<file path="src/rtl/key_event_pkg.sv">
// Shared definitions for the key event generator: default timing parameters,
// FSM state encoding and constant-width helpers.
package key_event_pkg;

  localparam int unsigned T_1MS_DEF     = 50_000;
  localparam int unsigned LONG_MS_DEF   = 1000;
  localparam int unsigned REPEAT_MS_DEF = 200;

  typedef enum logic [2:0] {
    ST_IDLE  = 3'b001,
    ST_PRESS = 3'b010,
    ST_HOLD  = 3'b100
  } state_t;

  function automatic int unsigned max_u(input int unsigned a, input int unsigned b);
    return (a > b) ? a : b;
  endfunction

  // Counter width for a range of v values; never narrower than one bit.
  function automatic int unsigned clog2_min1(input int unsigned v);
    return (v <= 2) ? 1 : $clog2(v);
  endfunction

endpackage

</file>
<file path="src/rtl/ms_tick_gen.sv">
// Free-running 1 ms tick generator; clr restarts the period so the first
// tick lands exactly T_1MS cycles after the clear.
module ms_tick_gen
  import key_event_pkg::*;
#(
  parameter int unsigned T_1MS = T_1MS_DEF
) (
  input  logic clk,
  input  logic rst_n,
  input  logic clr,
  output logic tick
);

  localparam int unsigned    CW   = clog2_min1(T_1MS);
  localparam logic [CW-1:0]  TERM = CW'(T_1MS - 1);

  logic [CW-1:0] r_cnt;

  always_ff @(posedge clk or negedge rst_n) begin
    if (!rst_n) begin
      r_cnt <= '0;
    end else if (clr || (r_cnt == TERM)) begin
      r_cnt <= '0;
    end else begin
      r_cnt <= r_cnt + 1'b1;
    end
  end

  assign tick = (r_cnt == TERM);

endmodule

</file>
<file path="src/rtl/key_event_gen.sv">
// Key event generator: turns a debounced active-low key level into
// short-press, long-press and auto-repeat pulses plus a held level.
module key_event_gen
  import key_event_pkg::*;
#(
  parameter int unsigned T_1MS     = T_1MS_DEF,
  parameter int unsigned LONG_MS   = LONG_MS_DEF,
  parameter int unsigned REPEAT_MS = REPEAT_MS_DEF
) (
  input  logic clk,
  input  logic rst_n,
  input  logic key_wave,
  output logic short_pulse,
  output logic long_pulse,
  output logic repeat_pulse,
  output logic key_held
);

  localparam int unsigned      MS_W      = clog2_min1(max_u(LONG_MS, REPEAT_MS));
  localparam logic [MS_W-1:0]  LONG_TERM = MS_W'(LONG_MS - 1);
  localparam logic [MS_W-1:0]  REP_TERM  = MS_W'(REPEAT_MS - 1);
  localparam logic [MS_W-1:0]  MS_MAX    = MS_W'(max_u(LONG_MS, REPEAT_MS) - 1);

  state_t          r_state;
  state_t          w_state_nxt;
  logic            r_key_d;
  logic [MS_W-1:0] r_ms_cnt;
  logic            r_short, r_long, r_repeat, r_held;
  logic            w_press_evt, w_tick, w_tick_clr, w_ms_clr, w_ms_inc;
  logic            w_short_nxt, w_long_nxt, w_repeat_nxt, w_held_nxt;

  // key_d resets to 0, so a key already low at reset release is not an event.
  assign w_press_evt = r_key_d && !key_wave;

  ms_tick_gen #(.T_1MS(T_1MS)) u_tick (
    .clk   (clk),
    .rst_n (rst_n),
    .clr   (w_tick_clr),
    .tick  (w_tick)
  );

  always_ff @(posedge clk or negedge rst_n) begin
    if (!rst_n) begin
      r_state <= ST_IDLE;
    end else begin
      r_state <= w_state_nxt;
    end
  end

  always_comb begin
    w_state_nxt  = r_state;
    w_tick_clr   = 1'b0;
    w_ms_clr     = 1'b0;
    w_ms_inc     = 1'b0;
    w_short_nxt  = 1'b0;
    w_long_nxt   = 1'b0;
    w_repeat_nxt = 1'b0;
    case (r_state)
      ST_IDLE: begin
        if (w_press_evt) begin
          w_state_nxt = ST_PRESS;
          w_tick_clr  = 1'b1;
          w_ms_clr    = 1'b1;
        end
      end
      ST_PRESS: begin
        if (key_wave) begin
          w_state_nxt = ST_IDLE;
          w_short_nxt = 1'b1;
        end else if (w_tick) begin
          if (r_ms_cnt == LONG_TERM) begin
            w_state_nxt = ST_HOLD;
            w_long_nxt  = 1'b1;
            w_ms_clr    = 1'b1;
          end else begin
            w_ms_inc = 1'b1;
          end
        end
      end
      ST_HOLD: begin
        if (key_wave) begin
          w_state_nxt = ST_IDLE;
        end else if (w_tick) begin
          if (r_ms_cnt == REP_TERM) begin
            w_repeat_nxt = 1'b1;
            w_ms_clr     = 1'b1;
          end else begin
            w_ms_inc = 1'b1;
          end
        end
      end
      default: begin
        w_state_nxt = ST_IDLE;
        w_ms_clr    = 1'b1;
      end
    endcase
    w_held_nxt = (w_state_nxt == ST_PRESS) || (w_state_nxt == ST_HOLD);
  end

  always_ff @(posedge clk or negedge rst_n) begin
    if (!rst_n) begin
      r_key_d  <= 1'b0;
      r_ms_cnt <= '0;
      r_short  <= 1'b0;
      r_long   <= 1'b0;
      r_repeat <= 1'b0;
      r_held   <= 1'b0;
    end else begin
      r_key_d  <= key_wave;
      if (w_ms_clr) begin
        r_ms_cnt <= '0;
      end else if (w_ms_inc && (r_ms_cnt != MS_MAX)) begin
        r_ms_cnt <= r_ms_cnt + 1'b1;
      end
      r_short  <= w_short_nxt;
      r_long   <= w_long_nxt;
      r_repeat <= w_repeat_nxt;
      r_held   <= w_held_nxt;
    end
  end

  assign short_pulse  = r_short;
  assign long_pulse   = r_long;
  assign repeat_pulse = r_repeat;
  assign key_held     = r_held;

endmodule

</file>
<file path="config.mk">
export PLATFORM = sky130hd
export DESIGN_NAME = key_event_gen
export DESIGN_NICKNAME = d
export VERILOG_FILES = /design/src/rtl/key_event_pkg.sv /design/src/rtl/ms_tick_gen.sv /design/src/rtl/key_event_gen.sv
export SDC_FILE = /design/constraint.sdc
export NUM_CORES = 1
export LEC_CHECK = 0
export BUFFER_PORTS_ARGS = -buffer_cell sky130_fd_sc_hd__buf_2
export CAP_MARGIN = 20
export CORE_ASPECT_RATIO = 1.25
export CORE_MARGIN = 5
export CORE_UTILIZATION = 40
export DETAILED_ROUTE_END_ITERATION = 8
export PLACE_DENSITY = 0.62
export SYNTH_ARGS = -nofsm -noshare
export SYNTH_HDL_FRONTEND = slang
export SYNTH_SLANG_ARGS = --single-unit
</file>
<file path="constraint.sdc">
create_clock -name clk -period 3.99 [get_ports clk]
set_clock_uncertainty 0.15 [all_clocks]
set_input_delay 0.798 -clock clk [delete_from_list [all_inputs] [get_ports clk]]
set_output_delay 0.798 -clock clk [all_outputs]
set_load 0.02 [all_outputs]
</file>
==> reports/metrics.cfg, run 1 <==
[outcome]
status = finished, final reports clean

[finish]
nNetsFinal = 187
drive_gt1_share_pct = 11.5
insertedDiodeCount = 0
syn_to_final_growth_pct = 8.93

[timing]
setup_tns_ns = 0
fin_crit_sh_pct = 63.0
setup_viol = 0
grt_setup_unrepaired = false
worstMarginPinSlew_ns = 0.781
hold_viol_final = 0
fin_crit_ns = 2.51
relSlewSlack_pct = 47.9
fmaxAchievable_ghz = 0.398
slew_viol_final = 0

[critical_path]
critPathRequiredTime_ns = 4.05
setup.worst_path.start_class = input pin
startpoint = key_wave
cp_max_fo = 9
slowest_delay_ns = 0.57
crit_arrival_ns = 2.58
path_cells = buf_2, or4b_4, a31oi_4, o2111ai_1, or3_1, a21oi_1
path_class = input pin to flop
r2r-start = u_tick.r_cnt[11]
cpMaxStageDelayCell = or4b_4
critPathCaptureType = flop

[route]
via_per_inst = 5.32
vias = 1282
firstDrtPassIters = 4
drc = 0
postRouteAntennaNets = 0
avgRoutedWirePerCell_um = 13.0
routed_wl_mm = 3.12
first_iter_violations = 147

[global_routing]
grt_use_met3_pct = 3.98
met2_usage_pct = 21.8
grt_most_used_layer = met2
overflow = 0
grt_usage_pct = 11.7
antenna_found_initial = 0
grt_pass1_wl_mm = 5.66
grt_pass1_vias = 1351
grt_max_degree = 35
met1_usage_pct = 11.9

[synth]
ys_top_cells_by_area = dfrtp_1 47%, nor2_1 5.8%, xor2_1 5.0%, xnor2_1 3.0%, nand2_1 2.4%
ys_seq_elements = 34
synth_cell_types = 42
ys_warn_count = 0
syn_avg_cell_area_um2 = 9.95
syn_nets = 181
ys_seq_area_share_pct = 48.6
synth-async-reset-ratio_pct = 100
synth_top_area_share_pct = 47.1
syn-cell-area_mm2 = 0.00175
synth_edf_count = 0
yosys.area.top_type = dfrtp_1
synth_ff_type = dfrtp_1
netlist_instances = 176

[clocking]
cts_tree = built
clkTransAtPathRegs_ns = 0.07
cts_buffer_depth = 2
clk_latency_ns = 0.29
numCtsBuffers = 5
cts.sinks = 34
postCtsSetupBuffers = 0
root_buffer = clkbuf_8
cts_hold_buf = 0
htree_num_levels = 2
postCtsResizedCells = 0

[floorplan]
dieHeight_um = 84.0
core_area_mm2 = 0.00432
die_area_mm2 = 0.00581
die_w_um = 69.2
rows = 27
ioPinCount = 7
start_util_pct = 40.5

[min_path]
hp-start = u_tick.r_cnt[0]
min_path_type = flop to flop

[power]
powerDensity_mw_per_mm2 = 375
p_total_mw = 0.715
p_leak_nw = 0.802
ir_drop_mv = 0.255

[placement]
place.gp.congestion = 0.907
port_buffers = 6
dp_hpwl_mm = 2.17

[run]
drv_cap = 0

state kept, by name (all words and copies together), names as in the netlist:
signal,flops
u_tick.r_cnt,16
r_ms_cnt,10
r_state,3
key_held,1
r_key_d,1
long_pulse,1
short_pulse,1
repeat_pulse,1
logic make-up after synthesis:
family / after synthesis / synth area share (%)
simple gates: 86 / 27.2
flops: 34 / 48.6
compound gates: 25 / 10.9
xor+xnor: 16 / 8.00
buf+inv: 12 / 3.21
fa+ha+maj: 2 / 1.43
mux: 1 / 0.571
final cells by class:
cell class / count / area [um^2]
well taps: 58 / 72.6
clock inverters: 1 / 5.00
fillers: 428 / 2420
repair buffers: 6 / 30.0
clock buffers: 7 / 86.3
multi-input cells: 130 / 843
inverters: 5 / 18.8
flip-flops and latches: 34 / 852
power breakdown:
part,switching [mW],leakage [nW],internal [mW],total [mW]
sequential,0.0190,0.461,0.367,0.386
combinational,0.0387,0.293,0.0271,0.0658
clock,0.124,0.0482,0.139,0.263
total,0.182,0.802,0.533,0.715
per-stage QoR:
| stage | worst slack, ns | hold slack (ns) | cell area (um^2) | util, % | std cells |
|---|---|---|---|---|---|
| 5_1_grt | 1.40 | 0.340 | 1910 | 44.1 | 241 |
| 3_3_place_gp | 1.24 | 0.301 | 1820 | 42.0 | 233 |
| 3_5_place_dp | 1.17 | 0.316 | 1820 | 42.0 | 233 |
| 2_1_floorplan | 1.45 | 0.283 | 1750 | - | 176 |
| 4_1_cts | 1.48 | 0.325 | 1910 | 44.1 | 241 |
| 6_report | 1.48 | 0.324 | 1910 | 44.1 | 241 |
metal layers:
metal,wire length [um],share of wire [%]
met5,0,0
met4,40,1.3
met3,120,3.8
met2,1590,51
met1,1380,44
worst paths after layout:
path | end | slack [ns] | cells past startpoint
hold reg to reg | u_tick.r_cnt[0] | 0.32 | 1
setup / recovery | r_ms_cnt[3] | 1.48 | 6
max in group asynchronous | u_tick.r_cnt[0] | 2.80 | 1
hold / removal | u_tick.r_cnt[0] | 0.32 | 1
setup reg to reg | r_ms_cnt[3] | 1.66 | 5
min in group asynchronous | r_ms_cnt[6] | 0.41 | 1
cell usage in the layout (no fill, tap or decap), types with 2 or more instances in the layout:
cell type	synthesis	layout
a21oi_1	7	7
and3_1	4	4
and4_1	3	3
buf_2	0	6
clkbuf_8	0	6
dfrtp_1	33	33
ha_1	2	2
inv_1	5	5
nand2_1	11	11
nand3_1	8	8
nand3b_1	2	2
nand4_1	4	4
nor2_1	27	27
nor3_1	5	5
nor4_1	3	3
nor4b_1	3	3
o2111ai_1	2	2
o21ai_0	6	6
o31ai_1	2	2
or3_1	5	5
or4_1	3	3
xnor2_1	6	6
xor2_1	10	10
cell usage after synthesis, drive strengths merged (2+ instances only):
library cell,instances
dfrtp,33
nor2,27
nand2,11
xor2,10
nand3,8
a21oi,7
o21ai,6
xnor2,6
clkbuf,5
inv,5
nor3,5
or3,5
and3,4
nand4,4
nor4b,4
and4,3
nor4,3
or4,3
buf,2
ha,2
nand3b,2
o2111ai,2
o211ai,2
o31ai,2
or4b,2
worst max-delay path, delay by kind of cell:
kind            cells  cell delay, ns
compound gates      3            0.66
buf+inv             1            0.15
simple gates        2            0.97
Power figures use the tool's default switching activity.
==> inputs of run 2 (changes only) <==
clock period = 2.55 ns   (was 3.99 ns; I/O delays follow)
==> run 2 against run 1 <==
Against the previous run: utilization rose by 0.81 points; design area rose by 1.8%; sequential share of layout area fell by 0.81 points; routed wire length rose by 10%; critical endpoint is now r_ms_cnt[7]; critical path depth fell by 1; clock-buffer cell count fell by 1.
==> reports/metrics.cfg, run 2 (synthesis gave the netlist of run 1 again) <==
[outcome]
status = finished, final reports clean

[floorplan]
core_area_mm2 = 0.00432  ; unchanged
ioPinCount = 7  ; unchanged
rows = 27  ; unchanged
die_w_um = 69.2  ; unchanged
dieHeight_um = 84.0  ; unchanged
die_area_mm2 = 0.00581  ; unchanged
start_util_pct = 40.5  ; unchanged

[route]
via_per_inst = 5.39  ; +1.3%
postRouteAntennaNets = 0  ; unchanged
routed_wl_mm = 3.44  ; +10%
drc = 0  ; unchanged
avgRoutedWirePerCell_um = 14.0  ; +8.2%
vias = 1320  ; +3.0%
firstDrtPassIters = 4  ; unchanged
first_iter_violations = 86  ; -41%

[clocking]
clk_latency_ns = 0.28  ; about the same
cts_hold_buf = 0  ; unchanged
clkTransAtPathRegs_ns = 0.07  ; about the same
postCtsSetupBuffers = 0  ; unchanged
cts_buffer_depth = 2  ; unchanged
numCtsBuffers = 5  ; unchanged
postCtsResizedCells = 0  ; unchanged
root_buffer = clkbuf_8
htree_num_levels = 2  ; unchanged
cts_tree = built
cts.sinks = 34  ; unchanged

[finish]
reg_top3 = u_tick.r_cnt (16), r_ms_cnt (10), r_state (3)
final_common_cell = dfrtp_1
syn_to_final_growth_pct = 10.9
nNetsFinal = 191  ; +2.1%
drive_gt1_share_pct = 14.4  ; +3.0 points
layout_common_cells = 33 x dfrtp_1, 27 x nor2_1, 11 x nand2_1, 10 x xor2_1, 8 x nand3_1
fin_cells = 245  ; +1.7%
largest_reg_flops = 16  ; unchanged
insertedDiodeCount = 0  ; unchanged
regMostFlops = u_tick.r_cnt

[global_routing]
grt_max_degree = 35  ; unchanged
grt_pass1_wl_mm = 6.22  ; +9.9%
grt_pass1_vias = 1375  ; +1.8%
overflow = 0  ; unchanged
grt_usage_pct = 13.4  ; +1.7 points
antenna_found_initial = 0  ; unchanged

[power]
ir_drop_mv = 0.302  ; +19%
powerDensity_mw_per_mm2 = 580  ; +55%
p_total_mw = 1.13  ; +58%
p_leak_nw = 0.821  ; +2.4%

[min_path]
min_path_type = input pin to asynchronous set/reset pin

[timing]
slew_viol_final = 0  ; unchanged
hold_viol_final = 0  ; unchanged
setup_tns_ns = 0  ; unchanged
fin_crit_ns = 2.33
setup_slack_ns = 0.220  ; -1.25 ns
worstMarginPinSlew_ns = 0.779  ; -0.00236 ns
grt_setup_unrepaired = false
relSlewSlack_pct = 48.1  ; +0.16 points
fin_crit_sh_pct = 91.4
setup_viol = 0  ; unchanged
hold_slack_ns = 0.148  ; -0.176 ns
fmaxAchievable_ghz = 0.429

[critical_path]
cp_max_fo = 8  ; -1
crit_arrival_ns = 2.38  ; -0.20 ns
setup.worst_path.start_class = flop
path_class = flop to flop
crit_family = simple AND/OR/NAND/NOR gates
cpMaxStageDelayCell = or4b_4
path_cells = or4b_4, a31oi_4, o211ai_4, or4_1, a21oi_1
critPathCaptureType = flop
slowest_delay_ns = 0.58  ; about the same
critPathRequiredTime_ns = 2.60  ; -1.45 ns
cp_num_buf_inv = 0  ; -1

[placement]
port_buffers = 6  ; unchanged
place.gp.congestion = 0.809  ; -11%
pre_cts_slack_ns = 0.0761  ; -1.10 ns
dp_hpwl_mm = 2.43  ; +12%
dp.cells = 237  ; +1.7%

[run]
drv_cap = 0  ; unchanged

==> run 2: cell count changes in the layout (fill, tap and decap cells not counted), sizes merged <==
cell      delta
clkinvlp     +1
buf          +4
clkbuf       -1
==> run 2: layout make-up <==
cell class              count  area [um^2]
clock inverters             2         12.5
flip-flops and latches     34          852
inverters                   5         18.8
repair buffers             10         60.1
well taps                  58         72.6
fillers                   444         2380
clock buffers               6         82.6
multi-input cells         130          845
==> run 2: layer usage <==
| layer | vias up | track usage (%) | part of all wire, % | wire length [um] |
|---|---|---|---|---|
| met4 | 0 | 6.22 | 1.7 | 59 |
| met1 | 648 | 14.6 | 43 | 1480 |
| met5 | - | 0 | 0 | 0 |
| met2 | 21 | 23.6 | 52 | 1770 |
| li1 | 647 | - | - | - |
| met3 | 4 | 3.73 | 3.6 | 123 |
==> run 2: worst register-to-register path, stage by stage, from the launching register on <==
cell and delay, ns:
dfrtp_1 0.46, or4b_4 0.58, a31oi_4 0.24, o211ai_4 0.13, or4_1 0.52, a21oi_1 0.16
==> run 2: final timing paths <==
check	slack [ns]	cells past startpoint	endpoint	from
max	0.22	5	r_ms_cnt[7]	r_state[1]
min	0.15	1	r_ms_cnt[4]	rst_n
max reg2reg	0.22	5	r_ms_cnt[7]	r_state[1]
min reg2reg	0.31	1	u_tick.r_cnt[0]	u_tick.r_cnt[0]
max in group asynchronous	1.60	1	u_tick.r_cnt[6]	rst_n
min in group clk	0.31	1	u_tick.r_cnt[0]	u_tick.r_cnt[0]
==> run 2: per-stage QoR <==
stage               cell area, um^2  utilization, %
floorplan                      1750               -
global placement               1850            42.7
detailed placement             1850            42.7
CTS                            1940            44.9
global route                   1940            44.9
finish                         1940            44.9
==> run 2: where the power goes <==
group	total [mW]	internal (mW)	switching, mW
Sequential	0.605	0.574	0.0311
Combinational	0.107	0.0439	0.0628
Clock	0.415	0.217	0.198
Total	1.13	0.834	0.292
==> inputs of run 3 (changes only) <==
CORE_UTILIZATION = 60   (was 40)
PLACE_DENSITY = 0.84   (was 0.62)
SKIP_LAST_GASP = 1   (was default)
==> run 3 against run 2 <==
Against the previous run: register-to-register slack is essentially flat; sequential power is essentially flat; critical path type unchanged; clock power is 24% lower; via count is 1.8% higher; global-route usage increased by 5.5 points; critical path depth is the same; critical endpoint unchanged.
==> reports/metrics.cfg, run 3 (synthesis gave the netlist of run 1 again) <==
[clocking]
cts_hold_buf = 0  ; unchanged
clkTransAtPathRegs_ns = 0.11  ; +0.04 ns
cts.sinks = 34  ; unchanged
postCtsSetupBuffers = 0  ; unchanged
postCtsResizedCells = 0  ; unchanged
htree_num_levels = 2  ; unchanged
cts_tree = built
cts_buffer_depth = 2  ; unchanged
root_buffer = clkbuf_4
clk_latency_ns = 0.35  ; +0.07 ns
numCtsBuffers = 5  ; unchanged

[critical_path]
slowest_delay_ns = 0.58  ; about the same
critPathCaptureType = flop
cp_max_fo = 8  ; unchanged
reg2reg_depth = 5  ; unchanged
reg2reg_slack_ns = 0.23  ; about the same
cpMaxStageDelayCell = or4b_4
setup.worst_path.start_class = flop
rr_endpoint = r_ms_cnt[7]
crit_arrival_ns = 2.46  ; +0.08 ns
critPathRequiredTime_ns = 2.68  ; +0.08 ns
path_class = flop to flop
path_cells = or4b_4, a31oi_4, o211ai_4, or4_1, a21oi_1
r2r-start = r_state[1]

[finish]
final_util_pct = 65.9  ; +21 points
drive_gt1_share_pct = 13.8  ; -0.61 points
nNetsFinal = 192  ; +0.52%
fill_cells = 235  ; -47%
fin_cells = 224  ; -8.6%
final_common_cell = dfrtp_1
seq_area_um2 = 852  ; unchanged
fin_area_mm2 = 0.00189  ; -2.9%
reg_top3 = u_tick.r_cnt (16), r_ms_cnt (10), r_state (3)
largest_reg_flops = 16  ; unchanged
insertedDiodeCount = 0  ; unchanged
layout_common_cells = 33 x dfrtp_1, 27 x nor2_1, 11 x nand2_1, 10 x xor2_1, 8 x nand3_1
regMostFlops = u_tick.r_cnt
syn_to_final_growth_pct = 7.71
multi_input_area_um2 = 843  ; -0.15%

[global_routing]
grt_usage_pct = 18.9  ; +5.5 points
grt_pass1_wl_mm = 5.92  ; -4.8%
grt_max_degree = 35  ; unchanged
antenna_found_initial = 0  ; unchanged
grt_pass1_vias = 1356  ; -1.4%
overflow = 0  ; unchanged

[route]
postRouteAntennaNets = 0  ; unchanged
first_iter_violations = 43  ; -50%
via_per_inst = 6.00  ; +11%
avgRoutedWirePerCell_um = 14.7  ; +5.1%
vias = 1344  ; +1.8%
routed_wl_mm = 3.30  ; -3.9%
firstDrtPassIters = 4  ; unchanged
drc = 0  ; unchanged

[outcome]
status = finished, final reports clean

[run]
drv_cap = 0  ; unchanged

[placement]
place.gp.congestion = 0.849  ; +4.9%
dp.cells = 216  ; -8.9%
pre_cts_slack_ns = 0.0758  ; -0.000294 ns
dp_hpwl_mm = 2.30  ; -5.2%
port_buffers = 6  ; unchanged
dpl-instance-area_mm2 = 0.00183  ; -1.1%

[floorplan]
die_w_um = 58.3  ; -16%
die_area_mm2 = 0.00411  ; -29%
core_area_mm2 = 0.00286  ; -34%
dieHeight_um = 70.4  ; -16%
start_util_pct = 61.2  ; +21 points
rows = 22  ; -19%
ioPinCount = 7  ; unchanged

[timing]
setup_slack_ns = 0.227  ; +0.00670 ns
fin_crit_ns = 2.32  ; -0.00670 ns
hold_slack_ns = 0.0468  ; -0.101 ns
fin_crit_sh_pct = 91.1  ; -0.26 points
relSlewSlack_pct = 51.9  ; +3.8 points
slew_viol_final = 0  ; unchanged
grt_setup_unrepaired = false
worstMarginPinSlew_ns = 0.722  ; -0.0567 ns
setup_tns_ns = 0  ; unchanged
hold_viol_final = 0  ; unchanged
setup_viol = 0  ; unchanged
fmaxAchievable_ghz = 0.431  ; +0.29%

[power]
p_sw_mw = 0.272  ; -6.7%
clockPowerShare_pct = 30.6  ; -6.2 points
powerDensity_mw_per_mm2 = 544  ; -6.2%
internal-power_mw = 0.754  ; -9.7%
seqPwrFrac_pct = 58.8  ; +5.1 points
p_leak_nw = 0.814  ; -0.87%
combinationalPowerShare_pct = 10.6  ; +1.1 points
p_total_mw = 1.03  ; -8.9%
netSwitchingFraction_pct = 26.6  ; +0.63 points
ir_drop_mv = 0.462  ; +53%

[min_path]
min_path_type = input pin to asynchronous set/reset pin

-- run 3: worst max-delay path: cells and delay by family, from the launching register on --
kind / cells / cell delay (ns)
compound gates: 3 / 0.53
simple gates: 2 / 1.11
flops: 1 / 0.47
-- run 3: area by class of cell --
class,instances,share of cell area (%)
inverters,5,0.995
well taps,36,2.39
flip-flops and latches,34,45.2
clock buffers,7,2.92
multi-input cells,130,44.7
clock inverters,1,0.265
repair buffers,11,3.58
-- run 3: worst max path at each step --
stage	startpoint	to	slack, ns
2_1_floorplan	key_wave	r_ms_cnt[7]	0.30
3_3_place_gp	key_wave	r_ms_cnt[7]	0.15
3_5_place_dp	key_wave	r_ms_cnt[7]	0.08
4_1_cts	r_state[1]	r_ms_cnt[7]	0.22
5_1_grt	u_tick.r_cnt[0]	r_ms_cnt[2]	0.03
6_report	r_state[1]	r_ms_cnt[7]	0.23
-- run 3: routing by layer --
layer  track usage [%]  share of wire (%)  vias to the layer above
met5                 0                  0                        -
met4              10.1                2.5                        0
met3              4.07                4.1                        8
met2              31.9                 51                       43
met1              21.5                 42                      637
li1                  -                  -                      656
-- run 3: power by group through the flow --
stage / clock, mW / combinational, mW / sequential (mW)
detailed placement: 0 / 0.112 / 0.613
global route: 0.350 / 0.127 / 0.610
finish: 0.314 / 0.109 / 0.603
CTS: 0.322 / 0.112 / 0.603
floorplan: 0 / 0.0811 / 0.607
global placement: 0 / 0.105 / 0.612
